===== src/rtl/rx9_align10.sv =====
// Nine-lane 10-bit word aligner: per-lane training-pattern search over a 20-bit sliding window.
// Optional per-lane payload error counters are built when RX9_ERR_CNT_EN is defined.
module rx9_align10 #(
  parameter logic [9:0]  TRAIN_PATTERN = 10'h0F8,
  parameter int unsigned MATCH_COUNT   = 16
) (
  input  logic        I_clk,
  input  logic        I_rst,
  input  logic        I_rx_locked,
  input  logic        I_realign,
  input  logic        I_train,
  input  logic [9:0]  i0_p,
  input  logic [9:0]  i1_p,
  input  logic [9:0]  i2_p,
  input  logic [9:0]  i3_p,
  input  logic [9:0]  i4_p,
  input  logic [9:0]  i5_p,
  input  logic [9:0]  i6_p,
  input  logic [9:0]  i7_p,
  input  logic [9:0]  i8_p,
  output logic [9:0]  o0_p,
  output logic [9:0]  o1_p,
  output logic [9:0]  o2_p,
  output logic [9:0]  o3_p,
  output logic [9:0]  o4_p,
  output logic [9:0]  o5_p,
  output logic [9:0]  o6_p,
  output logic [9:0]  o7_p,
  output logic [9:0]  o8_p,
  output logic [8:0]  O_lane_aligned,
  output logic [35:0] O_offsets,
  output logic        O_locked
`ifdef RX9_ERR_CNT_EN
  ,
  output logic [71:0] O_err_cnt
`endif
);

  localparam int         Lanes   = 9;
  localparam logic [7:0] LastCnt = 8'(MATCH_COUNT - 1);

  typedef enum logic [1:0] {StIdle, StSearch, StAligned} state_e;

  logic [9:0]       din      [Lanes];
  logic [9:0]       sel      [Lanes];
  logic [9:0]       prev_q   [Lanes];
  logic [9:0]       dout_q   [Lanes];
  logic [3:0]       off_q    [Lanes];
  logic [7:0]       cnt_q    [Lanes];
  state_e           state_q  [Lanes];
  logic [Lanes-1:0] holdoff_q;
  logic [Lanes-1:0] aligned_q;

  assign din[0] = i0_p;
  assign din[1] = i1_p;
  assign din[2] = i2_p;
  assign din[3] = i3_p;
  assign din[4] = i4_p;
  assign din[5] = i5_p;
  assign din[6] = i6_p;
  assign din[7] = i7_p;
  assign din[8] = i8_p;

  // Newer word sits above the previous one, so offset n takes the top n bits from din.
  always_comb begin
    for (int n = 0; n < Lanes; n++) begin
      sel[n] = 10'({din[n], prev_q[n]} >> off_q[n]);
    end
  end

  always_ff @(posedge I_clk or posedge I_rst) begin
    if (I_rst) begin
      for (int n = 0; n < Lanes; n++) begin
        prev_q[n] <= '0;
        dout_q[n] <= '0;
      end
    end else begin
      for (int n = 0; n < Lanes; n++) begin
        prev_q[n] <= din[n];
        dout_q[n] <= sel[n];
      end
    end
  end

  always_ff @(posedge I_clk or posedge I_rst) begin
    if (I_rst) begin
      holdoff_q <= '0;
      aligned_q <= '0;
      for (int n = 0; n < Lanes; n++) begin
        state_q[n] <= StIdle;
        off_q[n]   <= '0;
        cnt_q[n]   <= '0;
      end
    end else begin
      for (int n = 0; n < Lanes; n++) begin
        if (!I_rx_locked) begin
          state_q[n]   <= StIdle;
          cnt_q[n]     <= '0;
          holdoff_q[n] <= 1'b0;
          aligned_q[n] <= 1'b0;
        end else if (I_realign && state_q[n] != StIdle) begin
          // Offset is kept so a realign restarts from the last known-good position.
          state_q[n]   <= StSearch;
          cnt_q[n]     <= '0;
          holdoff_q[n] <= 1'b1;
          aligned_q[n] <= 1'b0;
        end else begin
          unique case (state_q[n])
            StIdle: begin
              cnt_q[n]     <= '0;
              holdoff_q[n] <= 1'b0;
              aligned_q[n] <= 1'b0;
              if (I_train) state_q[n] <= StSearch;
            end
            StSearch: begin
              if (I_train) begin
                // After an offset step the output register still holds the old alignment.
                if (holdoff_q[n]) begin
                  holdoff_q[n] <= 1'b0;
                end else if (dout_q[n] == TRAIN_PATTERN) begin
                  cnt_q[n] <= cnt_q[n] + 8'd1;
                  if (cnt_q[n] == LastCnt) begin
                    state_q[n]   <= StAligned;
                    aligned_q[n] <= 1'b1;
                  end
                end else begin
                  cnt_q[n]     <= '0;
                  off_q[n]     <= (off_q[n] == 4'd9) ? 4'd0 : off_q[n] + 4'd1;
                  holdoff_q[n] <= 1'b1;
                end
              end
            end
            StAligned: aligned_q[n] <= 1'b1;
            default:   state_q[n] <= StIdle;
          endcase
        end
      end
    end
  end

`ifdef RX9_ERR_CNT_EN
  logic [7:0] err_q [Lanes];

  always_ff @(posedge I_clk or posedge I_rst) begin
    if (I_rst) begin
      for (int n = 0; n < Lanes; n++) err_q[n] <= '0;
    end else begin
      for (int n = 0; n < Lanes; n++) begin
        if (!I_rx_locked || I_realign) begin
          err_q[n] <= '0;
        end else if (state_q[n] == StAligned && I_train && dout_q[n] != TRAIN_PATTERN &&
                     err_q[n] != 8'hFF) begin
          err_q[n] <= err_q[n] + 8'd1;
        end
      end
    end
  end

  always_comb begin
    O_err_cnt = '0;
    for (int n = 0; n < Lanes; n++) O_err_cnt[8*n +: 8] = err_q[n];
  end
`endif

  assign o0_p = dout_q[0];
  assign o1_p = dout_q[1];
  assign o2_p = dout_q[2];
  assign o3_p = dout_q[3];
  assign o4_p = dout_q[4];
  assign o5_p = dout_q[5];
  assign o6_p = dout_q[6];
  assign o7_p = dout_q[7];
  assign o8_p = dout_q[8];

  always_comb begin
    O_offsets = '0;
    for (int n = 0; n < Lanes; n++) O_offsets[4*n +: 4] = off_q[n];
  end

  assign O_lane_aligned = aligned_q;
  assign O_locked       = I_rx_locked & (&aligned_q);

endmodule


===== config.mk =====
export PLATFORM = sky130hd
export DESIGN_NAME = rx9_align10
export DESIGN_NICKNAME = d
export VERILOG_FILES = /design/src/rtl/rx9_align10.sv
export SDC_FILE = /design/constraint.sdc
export NUM_CORES = 1
export LEC_CHECK = 0
export CORE_ASPECT_RATIO = 0.7
export CORE_MARGIN = 2
export CORE_UTILIZATION = 57
export CTS_CLUSTER_SIZE = 20
export DETAILED_ROUTE_END_ITERATION = 10
export PLACE_DENSITY = 0.89
export SLEW_MARGIN = 20
export SYNTH_ARGS = -nofsm -noshare
export SYNTH_HDL_FRONTEND = slang
export SYNTH_SLANG_ARGS = --single-unit

===== constraint.sdc =====
create_clock -name I_clk -period 13.7 [get_ports I_clk]
set_input_delay 1.37 -clock I_clk [delete_from_list [all_inputs] [get_ports I_clk]]
set_output_delay 1.37 -clock I_clk [all_outputs]
set_load 0.01 [all_outputs]

==> run summary, run 1 <==
The per-cell via count in the routed design is around 6.3. Once the floorplan was initialized, standard cells occupied about 58% of the core. TritonCTS built the clock tree.

Of the total power, combinational logic draws ~45%. The count of TritonRoute iterations in the first routing pass is 5. The async set-reset flop share out of synthesis is between 90% and 100%. The max-slew violation count is 0. The path with the worst hold slack has its endpoint at cnt_q[1]. The worst path in the final design needs a cycle of 4.209 ns, including I/O delays and setup. The number of antenna violations at the first check in global routing came to 0. The root buffer cell chosen for the clock tree is sky130_fd_sc_hd__clkbuf_16. Setup repair after global routing left no endpoint under its margin. sky130_fd_sc_hd__dfrtp_1 takes more of the synthesized area than any other cell. The CTS H-tree depth is 2. The worst hold path stage count is 2. The average cell area after synthesis came out at ~10 um2. The average wire per cell in the routed design came out at roughly 19 um.

The net count of the mapped netlist came out at between 2k and 2.5k. The share of total power consumed by net switching came out at a little under two fifths. The endpoint identified for the worst register-to-register timing path is O_offsets[27]. The worst path required time is 12.33 ns. The slew at the pin closest to its max-slew limit is around 1.1 ns. The most used flip-flop cell after synthesis is sky130_fd_sc_hd__dfrtp_1. From synthesis to final layout, the design area changed by 20.14%.

The part of the total power dissipated in the clock network came out at 21.3%. Synthesis instantiated between 70 and 80 different standard cells from the library. The number of hold buffers added after CTS came out at 0.

The all-layer global routing usage is a little over a quarter. The number of nets still failing antenna checks after routing came out at 0. The TritonCTS sink count is between 300 and 400. After synthesis, the most frequently instantiated cells are sky130_fd_sc_hd__dfrtp_1, sky130_fd_sc_hd__o21ai_0, sky130_fd_sc_hd__a21oi_1. The critical path class is in2out. The number of maximum-capacitance violations is 0. The normalized max-slew margin is 29.64%. The routed via count is roughly 16k. For flop-to-flop paths, the worst setup slack is roughly 11 ns.

The global placement routability congestion came out at roughly 0.95. The ratio of final minimum period to clock period came out at between 30% and 40%. The number of placement rows came out at 56. The wire length of the first global-routing pass came out at around 77000 um. STA classifies the critical path startpoint as a primary input. The number of synthesis warnings is 0.

The I/O pin count came out at roughly 230. After clock tree synthesis, the clock-pin slew on the worst setup and hold paths is ~0.060 ns. IR analysis of the VDD net gives a maximum drop of between 0.0001 and 0.00015 V. The startpoint identified for the worst hold timing path is cnt_q[1].

STA classifies the critical path endpoint as a primary output. The remaining global-route overflow is 0. The register area is 8108 um2. In this run the vertical extent of the chip is between 150 and 200 um.

For this design the static power due to leakage is around 9.3 nW. The proportion of layout cells with a drive suffix above 1 is between 10% and 20%. The flow ran to the end, and the final reports show no timing, DRC or antenna violations. The chip width is approximately 220 um. For this run, the register share of the synthesized area comes to 42.26%. The pin count of the biggest net entering global routing is about 200. The final layout contains routed wiring with a total length of 47340 um. The core outline area came out at ~33000 um2. The number of enable-type register cells in the synthesized netlist came out at 0. The worst register-to-register path begins at o6_p[1]. The final total negative setup slack is 0 ns. The analysis attributes to net switching a power of approximately 0.0018 W. The completed layout was analyzed and its total power is between 0.004 and 0.005 W.

At the end of the flow the core is filled with cells to between 60% and 70%. The sequential group share of total power is between 30% and 40%. In the post-synthesis netlist, the biggest area contributors are sky130_fd_sc_hd__dfrtp_1, sky130_fd_sc_hd__mux4_2, sky130_fd_sc_hd__mux2_2.

The total die area came out at ~35000 um2. The clock passes through at most 3 buffers. After detailed routing, the number of remaining DRC violations is 0. The register bit total from synthesis is approximately 320. The area of the multi-input gates came out at ~10000 um2. The ratio of total power to cell area is roughly 210 nW/um2. The critical path starts at I_rx_locked. The path depth of the worst reg2reg path is 5.

Clock skew on the completed layout was measured at roughly 0.017 ns. The gate count of the mapped netlist came out at between 1.5k and 2k. The count of instances resized after the clock tree is built is 0.

The most common cell in the netlist is sky130_fd_sc_hd__dfrtp_1. The via count of the first global-routing pass came out at roughly 15k. The filler cells instantiated in the layout total ~2.4k.

The design internal power is roughly 0.003 W. The largest fanout on the critical path is between 50 and 60. At the end of the flow, the number of nets in the layout was 2172.

The summed instance area of the synthesized netlist came out at between 15000 and 20000 um2. Static timing analysis puts the maximum clock frequency at 237.6 MHz. The path class of the tightest hold or removal check is reg2reg. In this run the post-CTS setup repair buffer count came out at 0. The HPWL reported at the end of detailed placement came out at between 30000 and 40000 um. The worst endpoint data arrival time came out at 2.84 ns. The repair_antennas step left the layout with diodes totalling 0. Setup violations remaining at the end of the flow were counted as 0. The port buffer count came out at 230. After the first detailed-routing iteration, the DRC count stood at 1604. Clock tree synthesis inserted a total of 35 buffers. The share of synthesized area in the top cell type comes to roughly 42%. The number of hold violations in the final report is 0. The clock latency of the later-clocked register in the worst-skew pair came out at approximately 0.52 ns.
[cells in the final DEF (no fill, tap or decap), types with 9 or more instances in the layout]
cell type,instances
sky130_fd_sc_hd__o21a_1,9
sky130_fd_sc_hd__nand4_1,17
sky130_fd_sc_hd__dfrtp_1,324
sky130_fd_sc_hd__clkbuf_16,37
sky130_fd_sc_hd__mux4_2,87
sky130_fd_sc_hd__or4_1,16
sky130_fd_sc_hd__a21oi_1,127
sky130_fd_sc_hd__or3_1,14
sky130_fd_sc_hd__nor2_1,122
sky130_fd_sc_hd__buf_4,9
sky130_fd_sc_hd__nand3_1,86
sky130_fd_sc_hd__a31oi_1,10
sky130_fd_sc_hd__clkdlybuf4s50_1,229
sky130_fd_sc_hd__ha_1,48
sky130_fd_sc_hd__inv_1,47
sky130_fd_sc_hd__mux2_2,96
sky130_fd_sc_hd__o21ai_0,145
sky130_fd_sc_hd__and3_1,19
sky130_fd_sc_hd__mux2i_1,103
sky130_fd_sc_hd__o22ai_1,11
sky130_fd_sc_hd__nor3_1,53
sky130_fd_sc_hd__nand3b_1,12
sky130_fd_sc_hd__a21o_1,9
sky130_fd_sc_hd__a211oi_1,22
sky130_fd_sc_hd__xnor2_1,14
sky130_fd_sc_hd__a22o_1,13
sky130_fd_sc_hd__nor2b_1,32
sky130_fd_sc_hd__nand2_1,125
sky130_fd_sc_hd__nand2b_1,44
sky130_fd_sc_hd__nor4_1,13
sky130_fd_sc_hd__clkbuf_8,11
sky130_fd_sc_hd__o31ai_1,15
[metrics by stage]
stage | setup WS, ns | cell area [um2] | std cells | hold slack [ns]
2_1_floorplan | 3.360 | 19180 | 1859 | 0.4460
3_5_place_dp | 9.384 | 21720 | 2426 | 0.4916
5_1_grt | 9.388 | 23050 | 2489 | 0.5303
6_report | 9.491 | 23050 | 2489 | 0.5219
4_1_cts | 9.497 | 22980 | 2488 | 0.5148
3_3_place_gp | 9.494 | 21720 | 2426 | 0.4720
[kinds of logic after synthesis]
group	Yosys count	synth area share, %
simple gates	597	16.01
compound gates	420	13.23
flops	324	42.26
mux	286	21.22
buf+inv	166	3.313
fa+ha+maj	48	3.131
xor+xnor	18	0.8218
[critical path: stages]
cell and delay, ns:
sky130_fd_sc_hd__buf_2 0.08, sky130_fd_sc_hd__buf_4 0.43, sky130_fd_sc_hd__nand4_1 0.17, sky130_fd_sc_hd__nor3_1 0.20, sky130_fd_sc_hd__clkdlybuf4s50_1 0.59
[per-layer routing]
metal / global-route usage (%) / wire length [um] / up-vias
met5: 0 / 0 / -
met4: 7.302 / 894 / 0
met3: 3.603 / 2987 / 78
met2: 43.69 / 22640 / 575
met1: 37.92 / 20820 / 7803
li1: - / - / 7278
[state kept, by name, summed over array words and instances (netlist names)]
register        flops
o3_p               10
o8_p               10
o1_p               10
cnt_q              72
o5_p               10
o0_p               10
state_q            18
prev_q             90
o2_p               10
o6_p               10
O_offsets          36
o4_p               10
o7_p               10
O_lane_aligned      9
holdoff_q           9
[cell type report]
cell class / instances / area share [%]
Clock inverter: 12 / 0.7655
Timing Repair Buffer: 241 / 10.47
Clock buffer: 50 / 4.707
Sequential cell: 324 / 35.18
Multi-Input combinational cell: 1369 / 45.54
Inverter: 58 / 0.9772
Tap cell: 435 / 2.362
[worst max path at each step]
stage,end,slack (ns),cells past startpoint
final,O_locked,9.49,5
after global routing,O_locked,9.39,5
after CTS,O_locked,9.50,5
after detailed placement,cnt_q[18],9.38,8
after global placement,cnt_q[18],9.49,8
after floorplan,O_lane_aligned[0],3.36,1
[power groups by stage]
stage / combinational (W) / sequential [W] / clock (W)
global placement: 0.00201 / 0.00161 / 0
detailed placement: 0.00208 / 0.00163 / 0
CTS: 0.00211 / 0.00161 / 0.00103
global route: 0.00230 / 0.00167 / 0.00107
finish: 0.00213 / 0.00162 / 0.00102
floorplan: 0.00153 / 0.00143 / 0
No activity file was read; power rests on OpenSTA's default activity.
==> run 2, diff against run 1 <==
clock period = 4.3 ns   (was 13.7 ns; I/O delays follow)
==> run 2 against run 1 <==
First-iteration DRC count rose by 13%; non-clock buffer count rose by 3; power rose to 3.1 times the previous value; final area fell by 0.62%; worst setup slack got worse by 7.9 ns; worst hold slack got worse by 0.37 ns; utilization fell by 0.43 points; via count rose by 0.15%; flip-flop and latch count did not move; clock power rose to 3.0 times the previous value; highest routed layer unchanged.
==> run summary, run 2 (same netlist as run 1, synthesis figures left out) <==
The static leakage came out at 9.277 nW (-0.65%). The number of endpoints failing setup at the final stage came out at 0 (unchanged). The worst setup slack after placement came to 1.173 ns (-8.211 ns).

The final total negative setup slack came to 0 ns (unchanged). The path depth of the worst reg2reg path is 5 (unchanged). The count of TritonRoute iterations in the first routing pass is 6 (+1). The instance area at placement came out at 21760 um2 (+0.18%).

The register area came out at 8108 um2 (unchanged). The buffer levels on the longest clock path came out at 3 (unchanged). The wire length of the first global-routing pass is 77350 um (about the same). The number of nets still failing antenna checks after routing came out at 0 (unchanged). The run finished with clean final reports. Counting flops per register, the top entry is prev_q. The number of hold violations in the final report is 0 (unchanged).

The combined buffer and inverter count along the critical path is 1 (-2). The buffer count from post-CTS setup fixing came to 0 (unchanged). The total die area was 35160 um2 (unchanged). The final antenna diode count came out at 0 (unchanged).

The number of placement rows is 56 (unchanged). The TritonCTS sink count was 324 (unchanged). The number of filler instances in the final layout is 2449 (+3.5%). The startpoint type of the worst setup path is a flop.

The critical path class is reg2out. The chip width is 223.3 um (unchanged). Setup repair after global routing left no endpoint under its margin.

The slew at the pin closest to its max-slew limit is 1.038 ns (-0.01704 ns). The normalized max-slew margin was 30.77% (+1.1 points). Static timing analysis puts the maximum clock frequency at between 300 and 400 MHz. The count of instances resized after the clock tree is built is 0 (unchanged). The largest fanout on the critical path is 24 (-57%).

The I/O pin count came to 231 (unchanged). The max-slew violation count is 0 (unchanged). The number of placed instances, taps included is 2430 (+0.16%). In the layout the commonest cells are sky130_fd_sc_hd__dfrtp_1, sky130_fd_sc_hd__clkdlybuf4s50_1, sky130_fd_sc_hd__o21ai_0. The post-CTS clock slew at the launch and capture registers of the worst setup and hold paths came to 0.06 ns (about the same).

The type of element capturing the critical path is a primary output. The endpoint of the worst register-to-register path is O_lane_aligned[3]. The all-layer global routing usage is 26.69% (-0.030 points). The per-cell via count in the routed design came out at 6.336 (+0.23%). The number of buffers created by CTS came out at 34 (-2.9%). The setup slack of the worst register-to-register path came out at 1.67 ns (-9.42 ns). The time the worst path needs with I/O delays and setup came out at 2.692 ns. The worst path required time is 3.87 ns (-8.46 ns). The final instance area is 22900 um2 (-0.62%). The average wire per cell in the routed design is 18.89 um (-0.71%). The remaining global-route overflow is 0 (unchanged). The post-layout instance count excluding filler cells is 2487 (-0.080%). The number of hold buffers added after CTS is 0 (unchanged). The core outline area came out at 33350 um2 (unchanged). The pin count of the biggest net entering global routing came out at 178 (-12%). The startpoint identified for the worst register-to-register timing path is o3_p[1].

The ratio of final minimum period to clock period is between 60% and 70%. The final hold slack came out at 0.1522 ns (-0.3697 ns). The number of violations reported at the end of detailed-routing iteration 0 is 1807 (+13%). The cell sitting at the root of the clock tree is a sky130_fd_sc_hd__clkbuf_16. The number of remaining DRC errors came out at 0 (unchanged). The proportion of layout cells with a drive suffix above 1 is 13.16% (-0.036 points). The CTS H-tree depth came out at 2 (unchanged). The final worst clock skew came out at 0.01870 ns (+0.001894 ns).

The ratio of total power to cell area came out at 651.4 nW/um2 (+220%). The total detailed-routing wirelength came out at 46970 um (-0.79%). The clock latency of the later-clocked register in the worst-skew pair is 0.52 ns (about the same). The kind of cell with the highest combined delay along the critical path is flip-flops.

The routed via count came out at 15.76k (+0.15%). The number of maximum-capacitance violations is 0 (unchanged). The area of the multi-input gates is 10460 um2 (-0.36%). From synthesis to final layout, the design area changed by 19.39%.

The via count of the first global-routing pass came out at 15.16k (-0.52%). The global placement routability congestion was 0.9438 (-0.63%). The critical path goes through clkdlybuf4s50_1. The slowest stage of the critical path is the sky130_fd_sc_hd__dfrtp_1 cell. The worst endpoint data arrival time is 2.26 ns (-0.58 ns). The worst path setup slack after routing is 1.608 ns (-7.883 ns). The critical path's largest stage delay is 1.02 ns (+0.43 ns). The initial cell density of the core came out at 57.52% (unchanged). The number of antenna violations at the first check in global routing was 0 (unchanged). The flip-flop count of the largest register after layout came out at 90 (unchanged). Leaving out fill and tap cells, the most frequent cell in the layout is sky130_fd_sc_hd__dfrtp_1. The height of the chip came out at 157.5 um (unchanged). The port buffer count is 230 (unchanged). The number of nets in the finished design was 2174 (+0.092%). The class of the worst hold path is in2async. The HPWL reported at the end of detailed placement came out at 33530 um (+1.5%). The worst ir drop on vdd came to 0.0003705 V (+190%).

TritonCTS built the clock tree.
-- run 2: per-stage QoR --
step | utilization (%) | total power [W]
after global placement | 65.24 | 0.01154
after detailed placement | 65.24 | 0.01182
final | 68.67 | 0.01492
after floorplan | - | 0.009425
after global routing | 68.67 | 0.01584
after CTS | 68.67 | 0.01494
-- run 2: cell type report --
class	instances	share of cell area, %
inverters	58	0.9669
clock buffers	41	4.141
clock inverters	16	0.8522
multi-input cells	1369	45.67
repair buffers	244	10.60
well taps	435	2.376
flip-flops and latches	324	35.40
-- run 2: how the worst max path moves through the flow --
stage                       from           endpoint  slack [ns]  cells past startpoint
floorplan                  I_rst  O_lane_aligned[0]       -0.45                      1
global placement       I_realign          cnt_q[21]        1.31                      8
detailed placement     I_realign          cnt_q[18]        1.17                      8
CTS                 O_offsets[0]       O_offsets[0]        1.57                      1
global route        O_offsets[0]       O_offsets[0]        1.49                      1
finish              O_offsets[0]       O_offsets[0]        1.61                      1
-- run 2: where the power goes --
part           total, W  internal, W  switching, W
clock network   0.00304      0.00181       0.00123
registers       0.00523      0.00378       0.00145
logic           0.00665      0.00373       0.00293
-- run 2: per-layer routing --
layer	vias to the layer above	share of wire (%)	track usage, %
li1	7284	-	-
met1	7739	45	38.83
met2	647	46	42.13
met3	87	6.7	4.573
met4	0	1.8	6.476
met5	-	0	0
